===== config.mk =====
export PLATFORM = sky130hd
export DESIGN_NAME = tdm_demux4
export DESIGN_NICKNAME = d
export VERILOG_FILES = /design/src/rtl/tdm_demux4.sv
export SDC_FILE = /design/constraint.sdc
export NUM_CORES = 1
export LEC_CHECK = 0
export ABC_AREA = 1
export BUFFER_PORTS_ARGS = -buffer_cell sky130_fd_sc_hd__buf_2
export CAP_MARGIN = 10
export CELL_PAD_IN_SITES_DETAIL_PLACEMENT = 1
export CELL_PAD_IN_SITES_GLOBAL_PLACEMENT = 1
export CORE_MARGIN = 4
export CORE_UTILIZATION = 34
export DETAILED_ROUTE_END_ITERATION = 10
export PLACE_DENSITY = 0.72
export SLEW_MARGIN = 40
export SYNTH_ARGS = -nofsm -noshare
export SYNTH_HDL_FRONTEND = slang
export SYNTH_SLANG_ARGS = --single-unit
export TNS_END_PERCENT = 50

===== constraint.sdc =====
create_clock -name clk -period 1.2 [get_ports clk]
set_input_delay 0.18 -clock clk [delete_from_list [all_inputs] [get_ports clk]]
set_output_delay 0.18 -clock clk [all_outputs]
set_load 0.02 [all_outputs]

===== src/rtl/tdm_demux4.sv =====
// tdm_demux4 - receive side of a 4-slot address-driven TDM link.
// Tracks the slot address from sync marks, rebuilds the parallel frame,
// flywheels over a limited number of missing sync marks and flags errors.
module tdm_demux4 #(
   parameter int N_KAN    = 4,
   parameter int ADR_W    = 2,
   parameter int MAX_MISS = 2
) (
   input  logic               clk,
   input  logic               rst,
   input  logic               inf_ul,
   input  logic               en_ul,
   input  logic               sync_ul,
   output logic [N_KAN-1:0]   inf_izl,
   output logic [ADR_W-1:0]   adr_izl,
   output logic               valid_izl,
   output logic               lock_izl,
   output logic               err_izl
);

   // Miss counter must be able to hold MAX_MISS itself.
   localparam int MW = (MAX_MISS < 1) ? 1 : $clog2(MAX_MISS + 1);
   localparam logic [ADR_W-1:0] LAST_ADR = ADR_W'(N_KAN - 1);
   localparam logic [MW:0]      MISS_LIM = (MW + 1)'(MAX_MISS);

   typedef enum logic [0:0] {
      ST_HUNT = 1'b0,
      ST_LOCK = 1'b1
   } state_t;

   state_t             state_q, state_d;
   logic [ADR_W-1:0]   adr_q, adr_d;
   logic [N_KAN-1:0]   part_q, part_d;
   logic [N_KAN-1:0]   inf_q, inf_d;
   logic [MW-1:0]      miss_q, miss_d;
   logic               valid_q, valid_d;
   logic               err_q, err_d;
   logic               lock_q, lock_d;
   logic [MW:0]        miss_inc_s;

   assign miss_inc_s = {1'b0, miss_q} + {{MW{1'b0}}, 1'b1};

   // Next-state logic: slot tracking, frame assembly, sync/flywheel decisions.
   always_comb begin
      state_d = state_q;
      adr_d   = adr_q;
      part_d  = part_q;
      inf_d   = inf_q;
      miss_d  = miss_q;
      valid_d = 1'b0;
      err_d   = 1'b0;
      if (en_ul) begin
         case (state_q)
            ST_HUNT: begin
               if (sync_ul) begin
                  part_d    = {N_KAN{1'b0}};
                  part_d[0] = inf_ul;
                  adr_d     = ADR_W'(1);
                  miss_d    = {MW{1'b0}};
                  state_d   = ST_LOCK;
               end else begin
                  // Unaligned bit: discarded, keep hunting at slot 0.
                  adr_d = {ADR_W{1'b0}};
               end
            end
            ST_LOCK: begin
               if (adr_q != {ADR_W{1'b0}}) begin
                  if (sync_ul) begin
                     // Sync mark in mid-frame: drop the partial frame and realign.
                     err_d     = 1'b1;
                     part_d    = {N_KAN{1'b0}};
                     part_d[0] = inf_ul;
                     adr_d     = ADR_W'(1);
                     miss_d    = {MW{1'b0}};
                  end else begin
                     part_d[adr_q] = inf_ul;
                     if (adr_q == LAST_ADR) begin
                        inf_d   = part_d;
                        valid_d = 1'b1;
                        adr_d   = {ADR_W{1'b0}};
                     end else begin
                        adr_d = adr_q + ADR_W'(1);
                     end
                  end
               end else begin
                  if (sync_ul) begin
                     part_d    = {N_KAN{1'b0}};
                     part_d[0] = inf_ul;
                     adr_d     = ADR_W'(1);
                     miss_d    = {MW{1'b0}};
                  end else if (miss_inc_s >= MISS_LIM) begin
                     // Too many missing marks in a row: alignment is gone.
                     err_d   = 1'b1;
                     state_d = ST_HUNT;
                     adr_d   = {ADR_W{1'b0}};
                     miss_d  = {MW{1'b0}};
                  end else begin
                     // Flywheel: assume slot 0 and keep going.
                     miss_d    = miss_inc_s[MW-1:0];
                     part_d    = {N_KAN{1'b0}};
                     part_d[0] = inf_ul;
                     adr_d     = ADR_W'(1);
                  end
               end
            end
            default: begin
               state_d = ST_HUNT;
               adr_d   = {ADR_W{1'b0}};
               miss_d  = {MW{1'b0}};
            end
         endcase
      end else begin
         // Gap cycle: hold everything, pulses fall back to 0.
         state_d = state_q;
      end
      lock_d = (state_d == ST_LOCK);
   end

   // State and output registers with synchronous reset.
   always_ff @(posedge clk) begin
      if (rst) begin
         state_q <= ST_HUNT;
         adr_q   <= {ADR_W{1'b0}};
         part_q  <= {N_KAN{1'b0}};
         inf_q   <= {N_KAN{1'b0}};
         miss_q  <= {MW{1'b0}};
         valid_q <= 1'b0;
         err_q   <= 1'b0;
         lock_q  <= 1'b0;
      end else begin
         state_q <= state_d;
         adr_q   <= adr_d;
         part_q  <= part_d;
         inf_q   <= inf_d;
         miss_q  <= miss_d;
         valid_q <= valid_d;
         err_q   <= err_d;
         lock_q  <= lock_d;
      end
   end

   assign inf_izl   = inf_q;
   assign adr_izl   = adr_q;
   assign valid_izl = valid_q;
   assign lock_izl  = lock_q;
   assign err_izl   = err_q;

endmodule


==> results of run 1 <==
==> layer usage <==
layer,GRT usage [%],part of all wire [%]
met2,26.6,51
met1,15.6,44
met5,0,0
met3,4.68,3.6
met4,1.99,0.69
==> synth_stat cells, types with 3 or more instances <==
master	n	area (um^2)
nand2_1	35	131
inv_1	24	90.1
dfxtp_1	15	300
nor2_1	12	45.0
ha_1	7	87.6
o21ai_0	7	35.0
nand3_1	6	30.0
nand2_2	4	25.0
a21oi_1	3	15.0
==> power breakdown <==
part / switching [uW] / internal (uW) / leakage [uW]
sequential: 12.3 / 512 / 0.000124
clock: 169 / 129 / 0.0000150
combinational: 122 / 85.3 / 0.000433
total: 304 / 727 / 0.000572
==> layout make-up <==
class,instances,area [um^2]
clock buffers,4,26.3
repair buffers,28,181
inverters,25,101
flip-flops and latches,15,312
fillers,303,1140
well taps,28,35.0
multi-input cells,84,504
==> path summary, 6_finish.rpt <==
| path | startpoint | to | slack [ns] | cells after the start |
|---|---|---|---|---|
| max | adr_izl[0] | part_q[3] | -0.07 | 10 |
| min | rst | adr_izl[0] | 0.21 | 3 |
| max reg2reg | adr_izl[0] | part_q[3] | -0.07 | 10 |
| min reg2reg | miss_q[1] | miss_q[1] | 0.48 | 2 |
==> through the flow <==
step	total power, uW	util, %	hold WS, ns	worst slack, ns
floorplan	651	-	0.280	-0.0728
global placement	712	46.0	0.453	-0.0841
detailed placement	721	46.0	0.467	-0.152
CTS	1040	49.3	0.203	-0.0801
global route	1090	50.5	0.213	-0.148
finish	1030	50.5	0.208	-0.0662
==> state kept, by name (all words and copies together), names as in the netlist <==
register and count:
part_q 4, valid_izl 1, inf_izl 4, lock_izl 1, adr_izl 2, err_izl 1, miss_q 2
==> logic make-up after synthesis <==
logic type / after synthesis / share of synthesized area, %
buffers and inverters: 26 / 11.8
AO/OA/AOI/OAI: 13 / 8.77
AND/OR/NAND/NOR: 64 / 34.1
adder cells (fa/ha/maj): 7 / 10.2
flip-flops: 15 / 35.1
==> timing repair <==
item,4_1_cts,5_1_grt
pin swaps,5,5
buffers inserted,2,2
endpoints found under the setup margin,11,14
gates resized for setup,12,5
==> critical path, cell delays in order (launching register included) <==
cell	delay [ns]
dfxtp_4	0.38
inv_4	0.05
ha_4	0.16
inv_4	0.06
nand2_4	0.05
nor2_4	0.13
buf_6	0.12
nand2_2	0.04
nand2_1	0.06
nand2_1	0.05
nor2_1	0.10
==> impl_results.md, run 1 <==
* Yosys cell types at 21
* Worst min path class: input pin to flip-flop
* Drt via density at 4.60
* DRT Pass-1 Iters at 4
* Final #Nets at 169
* Number of synthesized flops with an enable pin at 0
* Most common cell after layout, fill and taps aside: nand2_1
* Global-route wire length before repair at 3670 um
* Final Hold Violating Endpoints at 0
* Syn avg cell area at 6.85 um^2
* Fraction of layout cells with a size suffix above 1 at 34.6%
* Aggregate global routing overflow at 0
* Crit path capture type: flip-flop
* Row count at 17
* Initial detailed-routing violation count at 11
* # setup viols final at 9
* I/O pin cnt at 14
* Layout area overhead at 35.5%
* Failing checks: negative setup slack
* Post-route setup TNS at -0.278 ns
* Pwr per Cell Area at 888 mW/mm^2
* Antenna Nets Post-Route at 0
* Post-route cell area at 0.00116 mm^2
* H-tree Lvls at 1
* Worst skew pair latency at 0.29 ns
* Type of the worst setup path: flip-flop to flip-flop
* Clock Root Buffer: clkbuf_4
* Initial antenna violation count at 0
* Avg WL per Cell at 11.9 um
* Yosys warns at 0
* Most frequent cells in the layout: 33 x nand2_1, 21 x inv_1, 14 x buf_4
* Slew @ Worst Pin at 0.256 ns
* Async set-reset flop share out of synthesis at 0%
* CTS Buf Count at 3
* Maximum vdd drop at 677 uV
* Placed insts at 176
* TritonCTS clock tree: done
* Max-slew headroom at 82.8%
* Max-cap viol count at 0
* Pins Over Slew Limit at 0
* F_max at 0.790 GHz
* Leak at 0.000572 uW
* PortBufs at 13
* Number of global-route vias before repair at 879
* CP startpoint kind: flip-flop
* Clk slew on worst S/H paths at 0.09 ns
* Initial Util at 37.3%
* Core outline area at 0.00230 mm^2
* Outcome: complete, but fails checks
* Placed wire-length estimate at 1720 um
* CTS sink count at 15
* Detailed Route WL at 2190 um
* Die area at 0.00338 mm^2
* RSZ-0062 raised after global routing: true
* Syn Std Cell Area at 856 um^2
* Final min period at 1.27 ns
* Cell count after synthesis at 125
* Seq cells post-synth at 15
* Largest net degree at the start of global routing at 9
* Critical Path AT at 1.49 ns
* Post-DP Area at 0.00106 mm^2
* Sequential share of the synthesized area at 35.1%
* Fin cells at 184
* Period utilization at 106%
* Die Y at 58.2 um
* Vias at 846
* Critical Path Fanout Max at 4
* Syn_nets at 137
* Fin Clk Skew at 0.00561 ns
* CTS Buffer Depth at 2
* Final Wtd Congestion at 0.766
* DR DRC count at 0
* Post-cts hold buffer count at 0
* Die width at 58.2 um
* Req. time, crit path at 1.43 ns
* GRT Util Overall at 14.1%
* Antenna cell count at 0
* Setup ws final at -0.0662 ns
* Synth Flop Type: dfxtp_1
Power figures use the tool's default switching activity.
==> run 2, diff against run 1 <==
Settings changed: CORE_UTILIZATION 34 to 38, PLACE_DENSITY 0.72 to 0.76.
Clock period 1.2 ns to 1.3 ns, I/O delays scaled along.
==> run 2 against run 1 <==
The flow now finishes without violations. Utilization grew 4.3 points. Combinational power shrank 9.7%. Critical path depth is the same. Design area shrank 3.6%. Clock skew is essentially flat. Critical endpoint unchanged.
==> impl_results.md, run 2 (synthesis gave the netlist of run 1 again) <==
* Outcome: completed
* CP startpoint kind: flip-flop
* Pins Over Slew Limit at 0 (unchanged)
* Util after Layout at 54.8% (+4.3 points)
* Layout area overhead at 30.7%
* I/O pin cnt at 14 (unchanged)
* RSZ-0062 raised after global routing: true
* Maximum vdd drop at 728 uV (+7.7%)
* Fin Clk Skew at 0.00535 ns (-0.000257 ns)
* Leak at 0.000545 uW (-4.8%)
* Highest metal used: met4
* Worst skew pair latency at 0.29 ns (about the same)
* Slew @ Worst Pin at 0.301 ns (+0.0459 ns)
* Drt via density at 4.76 (+3.5%)
* Largest net degree at the start of global routing at 9 (unchanged)
* Final min period at 1.29 ns (+0.0200 ns)
* Top cell family by delay on the critical path: simple AND/OR/NAND/NOR gates
* Critical Path Fanout Max at 4 (unchanged)
* Type of the worst setup path: flip-flop to flip-flop
* Period utilization at 98.9% (-6.6 points)
* Core outline area at 0.00204 mm^2 (-11%)
* TritonCTS clock tree: done
* Fin cells at 178 (-3.3%)
* Initial antenna violation count at 0 (unchanged)
* Antenna Nets Post-Route at 0 (unchanged)
* DP Worst Slack at -0.0525 ns (+0.0990 ns)
* H-tree Lvls at 1 (unchanged)
* DR DRC count at 0 (unchanged)
* Initial Util at 41.9% (+4.7 points)
* Pwr per Cell Area at 849 mW/mm^2 (-4.4%)
* FF-to-FF path depth at 10 (unchanged)
* Die width at 55.5 um (-4.7%)
* Clock Root Buffer: clkbuf_4
* Setup ws final at 0.0138 ns (+0.0800 ns)
* DRT Pass-1 Iters at 2 (-2)
* Initial detailed-routing violation count at 2 (-9)
* # setup viols final at 0 (-9)
* Post-cts hold buffer count at 0 (unchanged)
* Most common cell after layout, fill and taps aside: nand2_1
* Req. time, crit path at 1.53 ns (+0.10 ns)
* Critical path, cell by cell: inv_4, ha_4, inv_4, nand2_4, nor2_4, buf_6, nand2_2, nand2_1, nand2_1, nor2_1
* Vias at 847 (+0.12%)
* Aggregate global routing overflow at 0 (unchanged)
* Crit path capture type: flip-flop
* Max-slew headroom at 79.9% (-2.9 points)
* CTS Buf Count at 3 (unchanged)
* PortBufs at 13 (unchanged)
* Clk slew on worst S/H paths at 0.09 ns (about the same)
* Fraction of layout cells with a size suffix above 1 at 33.8% (-0.84 points)
* GRT Util Overall at 15.0% (+0.86 points)
* Post-DP Area at 982 um^2 (-7.0%)
* M1 WL at 929 um (-3.9%)
* Final #Nets at 164 (-3.0%)
* Worst min path class: input pin to flip-flop
* Avg WL per Cell at 12.5 um (+5.6%)
* Hold_ws at 0.220 ns (+0.0120 ns)
* Row count at 16 (-1)
* Number of global-route vias before repair at 865 (-1.6%)
* Global-route wire length before repair at 3680 um (+0.19%)
* Antenna cell count at 0 (unchanged)
* Die Y at 55.5 um (-4.7%)
* Critical Path AT at 1.52 ns (+0.03 ns)
* Placed insts at 166 (-5.7%)
* Detailed Route WL at 2230 um (+2.2%)
* Routed wl met3 at 83 um (+5.1%)
* Placed wire-length estimate at 1610 um (-6.3%)
* Max-cap viol count at 0 (unchanged)
* Crit path buf inv count at 3 (unchanged)
* Post-route cell area at 0.00112 mm^2 (-3.6%)
* Final Hold Violating Endpoints at 0 (unchanged)
* F_max at 0.777 GHz (-1.6%)
* Critical path depth at 10 (unchanged)
* Met2 Routed Length at 1200 um (+7.4%)
* CTS sink count at 15 (unchanged)
* Crit path max-delay cell type: dfxtp_4
* Max stage delay on crit path at 0.39 ns (about the same)
* Most frequent cells in the layout: 33 x nand2_1, 20 x inv_1, 13 x dfxtp_1, 13 x buf_2
* Final Wtd Congestion at 0.880 (+15%)
* Die area at 0.00308 mm^2 (-9.1%)
* CTS Buffer Depth at 2 (unchanged)
* Worst Hold Depth at 2 (-1)
[run 2: stage by stage]
| stage | total power, uW | setup TNS, ns |
|---|---|---|
| final | 949 | 0 |
| after global routing | 1020 | -0.546 |
| after CTS | 942 | 0 |
| after detailed placement | 647 | -0.157 |
| after global placement | 642 | 0 |
| after floorplan | 600 | 0 |
[run 2: per-layer routing]
metal | global-route usage, % | vias up
li1 | - | 432
met1 | 15.5 | 401
met2 | 27.4 | 12
met3 | 5.59 | 2
met4 | 5.21 | 0
met5 | 0 | -
[run 2: worst register-to-register path: cells and delay by family (launching register included)]
kind | cells | cell delay [ns]
simple gates | 6 | 0.43
flops | 1 | 0.39
buf+inv | 3 | 0.25
fa+ha+maj | 1 | 0.16
[run 2: timing repair]
action	CTS	global route
resized for setup	7	12
endpoints found under the setup margin	8	9
pin swaps	1	5
buffers inserted	3	5
[run 2: report_power, final]
group	internal [uW]	switching, uW
Clock	119	157
Sequential	473	13.0
Combinational	76.3	111
[run 2: area by class of cell]
cell class | instances | area [um^2]
clock buffer | 4 | 26.3
fill | 275 | 923
inverter | 25 | 101
multi-input combinational | 84 | 505
sequential | 15 | 308
tap | 27 | 33.8
timing repair buffer | 23 | 144
[run 2: final timing paths]
| check | from | end | slack (ns) |
|---|---|---|---|
| setup / recovery | adr_izl[0] | part_q[3] | 0.01 |
| hold / removal | en_ul | lock_izl | 0.22 |
| setup reg to reg | adr_izl[0] | part_q[3] | 0.01 |
| hold reg to reg | miss_q[1] | miss_q[1] | 0.48 |
==> run 3, diff against run 2 <==
Settings changed: CORE_UTILIZATION 38 to 35, PLACE_DENSITY 0.76 to 0.71.
Clock period 1.3 ns to 1.5 ns, I/O delays scaled along.
==> run 3 against run 2 <==
Sequential share of layout area up 1.7 points. Highest routed layer unchanged. Largest cell class unchanged. Non-clock buffer count down 4. Design area fell by 7.7%. Critical path type unchanged.
==> impl_results.md, run 3 (synthesis gave the netlist of run 1 again) <==
* CP startpoint kind: flip-flop
* Slew @ Worst Pin at 0.305 ns (+0.00330 ns)
* Vias at 816 (-3.7%)
* Most common cell after layout, fill and taps aside: nand2_1
* Leak at 0.000513 uW (-5.7%)
* Antenna Nets Post-Route at 0 (unchanged)
* Worst skew pair latency at 0.29 ns (about the same)
* I/O pin cnt at 14 (unchanged)
* Detailed Route WL at 2020 um (-9.6%)
* FF-to-FF path depth at 9 (-1)
* Most frequent cells in the layout: 35 x nand2_1, 23 x inv_1, 14 x dfxtp_1
* Critical Path Fanout Max at 6 (+2)
* Type of the worst setup path: flip-flop to flip-flop
* CP endpoint: inf_izl[2]
* Fraction of layout cells with a size suffix above 1 at 24.5% (-9.3 points)
* CTS Buffer Depth at 2 (unchanged)
* Highest metal used: met4
* Number of global-route vias before repair at 856 (-1.0%)
* Max-slew headroom at 79.7% (-0.19 points)
* Aggregate global routing overflow at 0 (unchanged)
* Crit path capture type: flip-flop
* Worst min path class: input pin to flip-flop
* DRT Pass-1 Iters at 4 (+2)
* Global-route wire length before repair at 3660 um (-0.38%)
* Outcome: completed
* DR DRC count at 0 (unchanged)
* Largest net degree at the start of global routing at 10 (+1)
* Avg WL per Cell at 11.5 um (-8.1%)
* Clk slew on worst S/H paths at 0.10 ns (about the same)
* R2R Path End: inf_izl[2]
* Antenna cell count at 0 (unchanged)
* Final Hold Violating Endpoints at 0 (unchanged)
* Final Wtd Congestion at 0.766 (-13%)
* Maximum vdd drop at 437 uV (-40%)
* Post-route setup TNS at 0 ns (unchanged)
* GRT Util Overall at 14.1% (-0.91 points)
* TritonCTS clock tree: done
* Period utilization at 88.4% (-11 points)
* Final #Nets at 160 (-2.4%)
* Reg2Reg Launch Point: adr_izl[0]
* CP Launch Point: adr_izl[0]
* F_max at 0.754 GHz (-3.0%)
* M1 WL at 982 um (+5.7%)
* RSZ-0062 raised after global routing: false
* Placed wire-length estimate at 1650 um (+2.2%)
* Pwr per Cell Area at 775 mW/mm^2 (-8.8%)
* Initial antenna violation count at 0 (unchanged)
* Worst reg2reg setup slack at 0.17 ns (+0.16 ns)
* Filler cells at 305 (+11%)
* CTS sink count at 15 (unchanged)
* Crit path max-delay cell type: dfxtp_2
* Routed wl met3 at 60 um (-28%)
* Hold_ws at 0.216 ns (-0.00434 ns)
* # setup viols final at 0 (unchanged)
* Final min period at 1.33 ns (+0.0396 ns)
* Drt via density at 4.66 (-2.0%)
* Most common cell on crit path: inv_1
* Row count at 17 (+1)
* Critical path, cell by cell: inv_1, ha_1, inv_2, nand2_2, nor2_4, nand3_4, nand2_1, inv_1, nor2_1
* Max-cap viol count at 0 (unchanged)
* Initial detailed-routing violation count at 8 (+6)
* Die area at 0.00330 mm^2 (+7.3%)
* Util after Layout at 45.4% (-9.4 points)
* Max stage delay on crit path at 0.34 ns (-0.05 ns)
* Die width at 57.5 um (+3.6%)
* H-tree Lvls at 1 (unchanged)
* PortBufs at 13 (unchanged)
* Critical Path AT at 1.56 ns (+0.04 ns)
* Layout area overhead at 20.6%
* Post-cts hold buffer count at 0 (unchanged)
* Pins Over Slew Limit at 0 (unchanged)
* Clock Root Buffer: clkbuf_4
* Die Y at 57.5 um (+3.6%)
* Initial Util at 37.6% (-4.3 points)
* Req. time, crit path at 1.74 ns (+0.21 ns)
* CTS Buf Count at 3 (unchanged)
* Fin Clk Skew at 0.00644 ns (+0.00109 ns)
* Met2 Routed Length at 927 um (-23%)
* Core outline area at 0.00228 mm^2 (+11%)
==> run 3: cell types whose count changed in the layout (fill, tap and decap cells not counted), sizes merged <==
cell / before / now
buf: 23 / 19
clkinv: 0 / 1
clkbuf: 4 / 3
==> run 3: where the power goes <==
part / switching (uW) / internal (uW) / leakage, uW / total [uW]
combinational: 87.3 / 50.9 / 0.000373 / 138
clock: 142 / 99.2 / 0.0000177 / 241
sequential: 7.60 / 412 / 0.000122 / 420
==> run 3: per-layer routing <==
metal,GRT usage (%),up-vias
met3,2.04,4
met4,6.95,0
met2,22.1,12
li1,-,424
met5,0,-
met1,18.7,376
==> run 3: cell type report <==
class                   instances  area, um^2  area share, %
clock inverters                 1        5.00          0.485
inverters                      25        93.8           9.09
multi-input cells              84         464           45.0
clock buffers                   3        22.5           2.18
repair buffers                 19         110           10.7
flip-flops and latches         15         302           29.2
well taps                      28        35.0           3.39
==> run 3: stage by stage <==
stage	power, uW	setup slack (ns)	cell area, um^2	instances
final	800	0.174	1030	175
after global routing	850	0.0124	1030	175
after CTS	813	0.0883	1010	174
after global placement	562	0.157	987	170
after floorplan	519	0.00721	857	125
after detailed placement	566	0.111	987	170
==> run 3: worst min-delay path by stage <==
| stage | start | slack (ns) | cells past startpoint | to |
|---|---|---|---|---|
| floorplan | en_ul | 0.33 | 1 | lock_izl |
| global placement | miss_q[1] | 0.45 | 2 | miss_q[1] |
| finish | rst | 0.22 | 2 | adr_izl[0] |
| detailed placement | miss_q[1] | 0.47 | 2 | miss_q[1] |
| global route | rst | 0.22 | 2 | part_q[1] |
| CTS | rst | 0.20 | 2 | adr_izl[0] |
==> run 3: critical path: cells and delay by family, from the launching register on <==
| family | cells | cell delay [ns] |
|---|---|---|
| adder cells (fa/ha/maj) | 1 | 0.21 |
| buffers and inverters | 3 | 0.17 |
| flip-flops | 1 | 0.34 |
| AND/OR/NAND/NOR | 5 | 0.54 |
==> run 3: repair_timing <==
item | in CTS | in global routing
buffers inserted | 0 | 1
setup endpoints to repair | 0 | 5
hold endpoints to repair | 0 | 0
resized for setup | 0 | 5
